`config.mk`:
```
export PLATFORM = sky130hd
export DESIGN_NAME = memc_req
export DESIGN_NICKNAME = d
export VERILOG_FILES = /design/src/rtl/memc_pkg.sv /design/src/rtl/memc_req_wdog.sv /design/src/rtl/memc_req.sv
export SDC_FILE = /design/constraint.sdc
export NUM_CORES = 1
export LEC_CHECK = 0
export ABC_CLOCK_PERIOD_IN_PS = 1950
export CAP_MARGIN = 20
export CORE_MARGIN = 5
export CORE_UTILIZATION = 44
export DETAILED_ROUTE_END_ITERATION = 8
export HOLD_SLACK_MARGIN = 0.06
export PLACE_DENSITY = 0.77
export SKIP_CTS_REPAIR_TIMING = 1
export SYNTH_ARGS = -nofsm -noshare
export SYNTH_HDL_FRONTEND = slang
export SYNTH_SLANG_ARGS = --single-unit
export TNS_END_PERCENT = 30
```
`constraint.sdc`:
```
create_clock -name memc_clk -period 1.95 [get_ports memc_clk]
set_input_delay 0.2925 -clock memc_clk [delete_from_list [all_inputs] [get_ports memc_clk]]
set_output_delay 0.2925 -clock memc_clk [all_outputs]
set_load 0.03 [all_outputs]
```
`src/rtl/memc_pkg.sv`:
```
// Shared definitions for the memory-controller requester front end and the
// controller it talks to.
package memc_pkg;

  localparam int unsigned DATA_WIDTH_DEF = 8;
  localparam int unsigned ADDR_WIDTH_DEF = 16;

  localparam int unsigned ST_WAIT_RDY  = 0;
  localparam int unsigned ST_IDLE      = 1;
  localparam int unsigned ST_WRITE     = 2;
  localparam int unsigned ST_READ      = 3;
  localparam int unsigned ST_READ_WAIT = 4;
  localparam int unsigned ST_RESPOND   = 5;
  localparam int unsigned ST_ERROR     = 6;
  localparam int unsigned ST_NUM       = 7;

  // One-hot encoding built from the shared state indices.
  typedef enum logic [ST_NUM-1:0] {
    WAIT_RDY  = 7'b1 << ST_WAIT_RDY,
    IDLE      = 7'b1 << ST_IDLE,
    WRITE     = 7'b1 << ST_WRITE,
    READ      = 7'b1 << ST_READ,
    READ_WAIT = 7'b1 << ST_READ_WAIT,
    RESPOND   = 7'b1 << ST_RESPOND,
    ERROR     = 7'b1 << ST_ERROR
  } state_e;

  localparam logic [7:0] WR_PATT_A = 8'hA5;
  localparam logic [7:0] WR_PATT_B = 8'h5A;

endpackage

```
`src/rtl/memc_req_wdog.sv`:
```
// Saturating busy-timeout counter; expired once LIMIT-1 counts have elapsed.
module memc_req_wdog #(
  parameter int unsigned LIMIT = 300000
) (
  input  logic clk,
  input  logic clear,
  input  logic count_en,
  output logic expired
);

  localparam int unsigned CW = $clog2(LIMIT + 1);

  logic [CW-1:0] cnt_q, cnt_d;

  always_comb begin
    cnt_d = cnt_q;
    if (clear) begin
      cnt_d = '0;
    end else if (count_en && (cnt_q != CW'(LIMIT))) begin
      cnt_d = cnt_q + 1'b1;
    end
  end

  always_ff @(posedge clk) begin
    cnt_q <= cnt_d;
  end

  assign expired = (cnt_q >= CW'(LIMIT - 1));

endmodule

```
`src/rtl/memc_req.sv`:
```
// Requester front end: single-beat read/write requests in, controller strobes
// out, one response per request back to the client.
module memc_req
  import memc_pkg::*;
#(
  parameter int unsigned DATA_WIDTH   = DATA_WIDTH_DEF,
  parameter int unsigned ADDR_WIDTH   = ADDR_WIDTH_DEF,
  parameter int unsigned RD_LATENCY   = 1,
  parameter int unsigned BUSY_TIMEOUT = 300000
) (
  input  logic                  memc_clk,
  input  logic                  memc_reset,
  input  logic                  req_valid,
  output logic                  req_ready,
  input  logic                  req_we,
  input  logic [ADDR_WIDTH-1:0] req_addr,
  input  logic [DATA_WIDTH-1:0] req_wdata,
  output logic                  rsp_valid,
  input  logic                  rsp_ready,
  output logic                  rsp_we,
  output logic [DATA_WIDTH-1:0] rsp_rdata,
  output logic                  memc_rd_enable,
  output logic                  memc_wr_enable,
  output logic [ADDR_WIDTH-1:0] memc_addr,
  output logic [DATA_WIDTH-1:0] memc_wr_data,
  input  logic [DATA_WIDTH-1:0] memc_rd_data,
  input  logic                  memc_busy,
  output logic                  init_error
);

  state_e                state_q, state_d;
  logic [3:0]            lat_q, lat_d;
  logic                  rd_en_q, rd_en_d;
  logic                  wr_en_q, wr_en_d;
  logic [ADDR_WIDTH-1:0] addr_q, addr_d;
  logic [DATA_WIDTH-1:0] wdata_q, wdata_d;
  logic                  rsp_valid_q, rsp_valid_d;
  logic                  rsp_we_q, rsp_we_d;
  logic [DATA_WIDTH-1:0] rsp_rdata_q, rsp_rdata_d;
  logic                  init_err_q, init_err_d;
  logic                  wdog_count_en;
  logic                  wdog_expired;

  assign wdog_count_en = (state_q == WAIT_RDY) && memc_busy;

  memc_req_wdog #(
    .LIMIT(BUSY_TIMEOUT)
  ) u_wdog (
    .clk      (memc_clk),
    .clear    (memc_reset),
    .count_en (wdog_count_en),
    .expired  (wdog_expired)
  );

  assign req_ready = (state_q == IDLE) && !memc_busy;

  always_comb begin
    state_d     = state_q;
    lat_d       = lat_q;
    rd_en_d     = 1'b0;
    wr_en_d     = 1'b0;
    addr_d      = addr_q;
    wdata_d     = wdata_q;
    rsp_valid_d = rsp_valid_q;
    rsp_we_d    = rsp_we_q;
    rsp_rdata_d = rsp_rdata_q;
    init_err_d  = init_err_q;
    unique case (state_q)
      WAIT_RDY: begin
        if (!memc_busy) begin
          state_d = IDLE;
        end else if (wdog_expired) begin
          state_d    = ERROR;
          init_err_d = 1'b1;
        end
      end
      IDLE: begin
        if (req_valid && req_ready) begin
          addr_d   = req_addr;
          wdata_d  = req_wdata;
          rsp_we_d = req_we;
          if (req_we) begin
            state_d = WRITE;
            wr_en_d = 1'b1;
          end else begin
            state_d = READ;
            rd_en_d = 1'b1;
          end
        end
      end
      WRITE: begin
        rsp_rdata_d = '0;
        rsp_valid_d = 1'b1;
        state_d     = RESPOND;
      end
      READ: begin
        lat_d   = 4'(RD_LATENCY - 1);
        state_d = READ_WAIT;
      end
      // Sample lands RD_LATENCY edges after the strobe drops.
      READ_WAIT: begin
        if (lat_q == 4'd0) begin
          rsp_rdata_d = memc_rd_data;
          rsp_valid_d = 1'b1;
          state_d     = RESPOND;
        end else begin
          lat_d = lat_q - 4'd1;
        end
      end
      RESPOND: begin
        if (rsp_ready) begin
          rsp_valid_d = 1'b0;
          state_d     = IDLE;
        end
      end
      ERROR: begin
        init_err_d = 1'b1;
      end
      default: begin
        state_d = WAIT_RDY;
      end
    endcase
  end

  always_ff @(posedge memc_clk) begin
    if (memc_reset) begin
      state_q     <= WAIT_RDY;
      lat_q       <= '0;
      rd_en_q     <= 1'b0;
      wr_en_q     <= 1'b0;
      addr_q      <= '0;
      wdata_q     <= '0;
      rsp_valid_q <= 1'b0;
      rsp_we_q    <= 1'b0;
      rsp_rdata_q <= '0;
      init_err_q  <= 1'b0;
    end else begin
      state_q     <= state_d;
      lat_q       <= lat_d;
      rd_en_q     <= rd_en_d;
      wr_en_q     <= wr_en_d;
      addr_q      <= addr_d;
      wdata_q     <= wdata_d;
      rsp_valid_q <= rsp_valid_d;
      rsp_we_q    <= rsp_we_d;
      rsp_rdata_q <= rsp_rdata_d;
      init_err_q  <= init_err_d;
    end
  end

  assign memc_rd_enable = rd_en_q;
  assign memc_wr_enable = wr_en_q;
  assign memc_addr      = addr_q;
  assign memc_wr_data   = wdata_q;
  assign rsp_valid      = rsp_valid_q;
  assign rsp_we         = rsp_we_q;
  assign rsp_rdata      = rsp_rdata_q;
  assign init_error     = init_err_q;

endmodule

```
==> impl_metrics.py, run 1 <==
metrics = {
    "synth": {
        "synthTopCellsByArea": "dfxtp_1 46%, nand2_1 7.6%, a21oi_1 7.2%, nor2_1 3.7%, nand3_1 2.4%",
        "yosysTopAreaCell": "dfxtp_1",
        "async_flop_share": 0,
        "synth.area.mux_share": 0.007315,
        "synthSimpleGateAreaFrac": 0.2836,
        "synth_xor_area_frac": 0.02410,
        "synth_cell_type_count": 45,
        "syn_inst": 349,
        "syn_area_per_cell_um2": 8.332,
        "synth.cell_area_mm2": 0.002908,
        "yosys_warnings": 0,
        "synth_compound_area_frac": 0.1691,
        "synth.top_cell.area_share": 0.4613,
        "synth_ff_type": "dfxtp_1",
        "synth_nets": 390,
        "synth.most_common_cell": "dfxtp_1",
        "seq_area_frac_synth": 0.4613,
        "synthAdderAreaFrac": 0.01291,
        "synth_common_cells": "67 x dfxtp_1, 59 x nand2_1, 42 x a21oi_1",
        "synth_top_family_by_area": "simple AND/OR/NAND/NOR gates",
        "synth_seq_cells": 67,
        "synth-edff-count": 0,
    },
    "final_layout": {
        "area_growth_pct": 44.79,
        "stdcell_area_mm2": 0.004210,
        "diodes": 0,
        "stdcell_count": 530,
        "final_util": 0.6593,
        "drive_gt1_frac": 0.1567,
        "final_nets": 489,
    },
    "clocking": {
        "clk_latency_ns": 0.35,
        "cts_max_level": 3,
        "clk_pin_slew_worst_paths_ns": 0.08,
        "cts_tree": "built",
        "root_buffer": "clkbuf_8",
        "clock_path_buffers": 2,
        "cts_buffers": 9,
        "clock-sinks": 67,
    },
    "placement": {
        "io_buffers": 75,
        "hpwl_um": 5478,
        "place_ws_ns": -0.1727,
        "gp_congestion": 0.8761,
        "place_area_mm2": 0.003867,
        "dp.cells": 507,
    },
    "flow_run": {
        "cap_violations": 0,
    },
    "power_and_ir_drop": {
        "combPwrFrac": 0.087,
        "power.leakage_nw": 1.497,
        "power.density_mw_per_mm2": 731.1,
        "p_int_w": 0.002386,
        "ir_drop_mv": 0.4337,
        "pwr-share-clk": 0.460,
        "p_sw_w": 0.0006920,
        "sequentialPowerShare": 0.453,
        "switching_share": 0.2248,
        "total_power_w": 0.003078,
    },
    "setup_path": {
        "crit_required_ns": 2.22,
        "start_kind": "flip-flop",
        "crit_type": "reg2reg",
        "cp_max_fo": 6,
        "cp.arrival_ns": 2.26,
        "crit_path_end_kind": "flip-flop",
    },
    "route": {
        "drc_errors": 0,
        "final_antenna_net_count": 0,
        "drt_wl_total_um": 7903,
        "vias": 2854,
        "vias_per_cell": 5.385,
        "drt_iter0_drc": 189,
        "wire_per_inst_um": 14.91,
        "drt_first_pass_iters": 4,
    },
    "timing": {
        "setup_viol": 2,
        "rsz0062_at_grt": "true",
        "maxSlewViolCount": 0,
        "fin_skew_ns": 0.01295,
        "min_period_ns": 1.983,
        "layout_setup_ws_ns": -0.03278,
        "post-route-period-util": 1.017,
        "worst_pin_slew_ns": 0.4087,
        "fmax_mhz": 504.3,
        "relSlewSlack": 0.7254,
        "hold_violations": 0,
    },
    "floorplan": {
        "die_w_um": 91.30,
        "num_rows": 29,
        "core_area_mm2": 0.006386,
        "initial_core_util": 0.4553,
        "die-area_mm2": 0.008335,
        "die_y_um": 91.30,
        "ios": 76,
    },
    "outcome": {
        "violations": "setup timing",
        "run_status": "finished, violations left",
    },
    "grt": {
        "grt_max_degree": 30,
        "grt_pass1_wl_um": 12680,
        "overflow": 0,
        "grt_pass1_vias": 2682,
        "antenna_found_initial": 0,
        "grt_usage": 0.1843,
    },
    "worst_hold_path": {
        "hp-class": "in2reg",
    },
}
## cell type report
| class | instances | area [um2] |
|---|---|---|
| Multi-Input combinational cell | 255 | 1494 |
| Clock buffer | 9 | 123.9 |
| Clock inverter | 7 | 123.9 |
| Fill cell | 542 | 2176 |
| Inverter | 7 | 26.28 |
| Sequential cell | 67 | 1345 |
| Tap cell | 77 | 96.34 |
| Timing Repair Buffer | 108 | 1001 |
## registers in the layout (all words and copies together) (netlist names)
| name | flops |
|---|---|
| memc_wr_data | 8 |
| memc_rd_enable | 1 |
| memc_addr | 16 |
| state_q | 7 |
| memc_wr_enable | 1 |
| rsp_we | 1 |
| u_wdog.cnt_q | 19 |
| rsp_valid | 1 |
| lat_q | 4 |
| init_error | 1 |
| rsp_rdata | 8 |
## placed cells by master, fill, tap and decap left out, drive strengths merged, types with 3 or more instances in the layout
master,netlist,final
nor3,6,6
nor4,6,6
o21ai,8,9
nor2b,9,9
ha,3,3
nand3,14,14
xnor2,3,3
nor3b,3,3
or3,4,4
o31ai,9,9
dfxtp,67,67
bufinv,0,3
xor2,5,5
and3,6,6
nor2,29,29
nand2,59,59
clkbuf,14,9
or4,8,8
nand4b,3,3
buf,7,35
inv,7,8
a22oi,8,8
a21oi,42,42
clkdlybuf4s50,0,73
nand4,8,8
## power groups by stage
| stage | Clock, W | Sequential (W) | Combinational (W) |
|---|---|---|---|
| final | 0.00142 | 0.00139 | 0.000268 |
| after global routing | 0.00151 | 0.00140 | 0.000290 |
| after CTS | 0.00145 | 0.00139 | 0.000252 |
| after detailed placement | 0 | 0.00143 | 0.000250 |
| after global placement | 0 | 0.00142 | 0.000245 |
| after floorplan | 0 | 0.00143 | 0.000107 |
## worst paths after layout
kind                        startpoint                       endpoint  slack, ns  depth (start not counted)
max reg2reg    state_q[4]$_SDFFE_PP0P_  u_wdog.cnt_q[14]$_SDFFE_PP0P_      -0.03                          6
max            state_q[4]$_SDFFE_PP0P_  u_wdog.cnt_q[14]$_SDFFE_PP0P_      -0.03                          6
min reg2reg  memc_addr[3]$_SDFFE_PP0P_      memc_addr[3]$_SDFFE_PP0P_       0.45                          2
min                         memc_reset          lat_q[1]$_SDFFE_PP0P_       0.31                          2
## through the flow
step	hold WS (ns)	setup TNS, ns
2_1_floorplan	0.3718	0
3_3_place_gp	0.4413	-0.3921
3_5_place_dp	0.4457	-0.9745
4_1_cts	0.2861	-0.08247
5_1_grt	0.3011	-0.7531
6_report	0.3076	-0.03863
## worst max-delay path: stages, from the launching register on
cell and delay (ns):
dfxtp_2 0.34, nor4_4 0.35, and4b_4 0.34, o21ai_4 0.10
buf_4 0.15, or4_1 0.50, a21oi_1 0.12
## kinds of logic (layout without fill, tap and decap cells)
family,after synthesis,count (layout)
AO/OA/AOI/OAI,80,81
adder cells (fa/ha/maj),3,3
AND/OR/NAND/NOR,161,161
multiplexers,2,2
XOR/XNOR,8,8
flip-flops,67,67
buffers and inverters,28,131
## routing by layer
metal	GRT usage	up-vias	share of wire	routed length, um
met5	0	-	0	0
met4	0.07090	0	0.016	126
met3	0.04545	9	0.038	304
met2	0.3215	59	0.51	4058
met1	0.2169	1346	0.43	3414
li1	-	1440	-	-
Note: power is estimated with default switching activity, not from simulation.
==> inputs of run 2 (changes only) <==
- CORE_ASPECT_RATIO: not set -> 0.7
- CORE_MARGIN: 5 -> not set
==> impl_metrics.py, run 2 (synthesized netlist as in run 1, its figures left out) <==
metrics = {
    "outcome": {
        "run_status": "finished, violations left",
        "violations": "setup timing",
    },
    "floorplan": {
        "core_area_mm2": 0.006306,
        "initial_core_util": 0.4611,
        "ios": 76,
        "num_rows": 24,
        "die_y_um": 70.02,
        "die_w_um": 99.17,
        "die-area_mm2": 0.006943,
    },
    "grt": {
        "grt_usage": 0.2163,
        "overflow": 0,
        "grt_max_degree": 30,
        "antenna_found_initial": 0,
        "grt_pass1_vias": 2582,
        "grt_pass1_wl_um": 11870,
    },
    "final_layout": {
        "final_util": 0.6786,
        "layout_common_cells": "73 x clkdlybuf4s50_1, 64 x dfxtp_1, 58 x nand2_1, 41 x a21oi_1, 38 x buf_4",
        "final_nets": 496,
        "fillers": 499,
        "top_register": "u_wdog.cnt_q",
        "largest_reg_flops": 19,
        "diodes": 0,
        "multi_input_area_mm2": 0.001541,
        "area_growth_pct": 47.16,
        "layout_commonest_cell": "clkdlybuf4s50_1",
        "stdcell_area_mm2": 0.004279,
        "drive_gt1_frac": 0.1783,
        "ff_latch_area_mm2": 0.001348,
    },
    "clocking": {
        "clk_pin_slew_worst_paths_ns": 0.07,
        "root_buffer": "clkbuf_8",
        "cts_buffers": 9,
        "cts_max_level": 3,
        "clock-sinks": 67,
        "clock_path_buffers": 2,
        "clk_latency_ns": 0.35,
        "cts_tree": "built",
    },
    "setup_path": {
        "crit_type": "reg2out",
        "start_kind": "flip-flop",
        "crit_path_end_kind": "primary output",
        "cp_max_fo": 5,
        "cp.arrival_ns": 1.69,
        "crit_required_ns": 1.66,
    },
    "timing": {
        "worst_pin_slew_ns": 0.5155,
        "setup_viol": 1,
        "hold_violations": 0,
        "rsz0062_at_grt": "true",
        "min_period_ns": 1.985,
        "layout_setup_ws_ns": -0.03514,
        "fmax_mhz": 503.7,
        "maxSlewViolCount": 0,
        "post-route-period-util": 1.018,
        "relSlewSlack": 0.6563,
        "fin_skew_ns": 0.007685,
    },
    "route": {
        "drt_wl_total_um": 7699,
        "drt_iter0_drc": 148,
        "drc_errors": 0,
        "vias_per_cell": 5.288,
        "final_antenna_net_count": 0,
        "vias": 2845,
        "wire_per_inst_um": 14.31,
        "drt_first_pass_iters": 4,
    },
    "placement": {
        "place_area_mm2": 0.003906,
        "gp_congestion": 0.8693,
        "hpwl_um": 4985,
        "io_buffers": 75,
    },
    "flow_run": {
        "cap_violations": 0,
    },
    "power_and_ir_drop": {
        "ir_drop_mv": 0.4732,
        "power.leakage_nw": 1.529,
        "power.density_mw_per_mm2": 670.5,
    },
    "worst_hold_path": {
        "hp-class": "in2reg",
    },
}
-- run 2: cell types whose count changed in the layout (fill, tap and decap cells not counted), moves of 2 or more --
| cell | previous run | this run |
|---|---|---|
| buf_4 | 32 | 38 |
| clkinv_2 | 0 | 2 |
| buf_6 | 0 | 2 |
| bufinv_16 | 3 | 1 |
-- run 2: critical path: stages, from the launching register on --
cell     delay, ns
dfxtp_4       0.36
nor4_4        0.28
buf_4         0.15
nor2b_4       0.18
nand2_2       0.09
nor2_4        0.14
buf_6         0.14
-- run 2: where the power goes --
group / internal [W] / total (W) / switching [W]
Combinational: 0.000171 / 0.000306 / 0.000135
Clock: 0.000625 / 0.00117 / 0.000547
Sequential: 0.00138 / 0.00139 / 0.0000118
Total: 0.00218 / 0.00287 / 0.000694
-- run 2: through the flow --
stage | hold WS [ns] | TNS (ns) | total power, W | instances | worst slack [ns]
after global routing | 0.4179 | -0.2369 | 0.002987 | 538 | -0.1201
after global placement | 0.4406 | -0.5992 | 0.001687 | 513 | -0.1709
after CTS | 0.3931 | -0.1973 | 0.002860 | 529 | -0.1973
final | 0.4041 | -0.03514 | 0.002869 | 538 | -0.03514
after detailed placement | 0.4459 | -1.167 | 0.001694 | 513 | -0.2250
after floorplan | 0.3718 | 0 | 0.001540 | 349 | 0.1600
-- run 2: worst paths after layout --
kind | from | end | slack [ns] | depth (start not counted)
hold reg to reg | memc_wr_data[1]$_SDFFE_PP0P_ | memc_wr_data[1]$_SDFFE_PP0P_ | 0.45 | 2
hold / removal | memc_reset | rsp_rdata[0]$_SDFFE_PP0P_ | 0.40 | 2
setup reg to reg | state_q[5]$_SDFFE_PP0P_ | u_wdog.cnt_q[6]$_SDFFE_PP0P_ | 0.03 | 7
setup / recovery | state_q[5]$_SDFFE_PP0P_ | req_ready | -0.04 | 6
-- run 2: area by class of cell --
class,count,share of cell area
Sequential cell,67,0.3149
Multi-Input combinational cell,255,0.3602
Inverter,7,0.006140
Clock buffer,10,0.03216
Clock inverter,6,0.01520
Timing Repair Buffer,115,0.2485
Tap cell,78,0.02281
-- run 2: per-layer routing --
metal,share of wire,GRT usage
met5,0,0
met4,0.016,0.08660
met3,0.056,0.06707
met2,0.45,0.3240
met1,0.48,0.2903
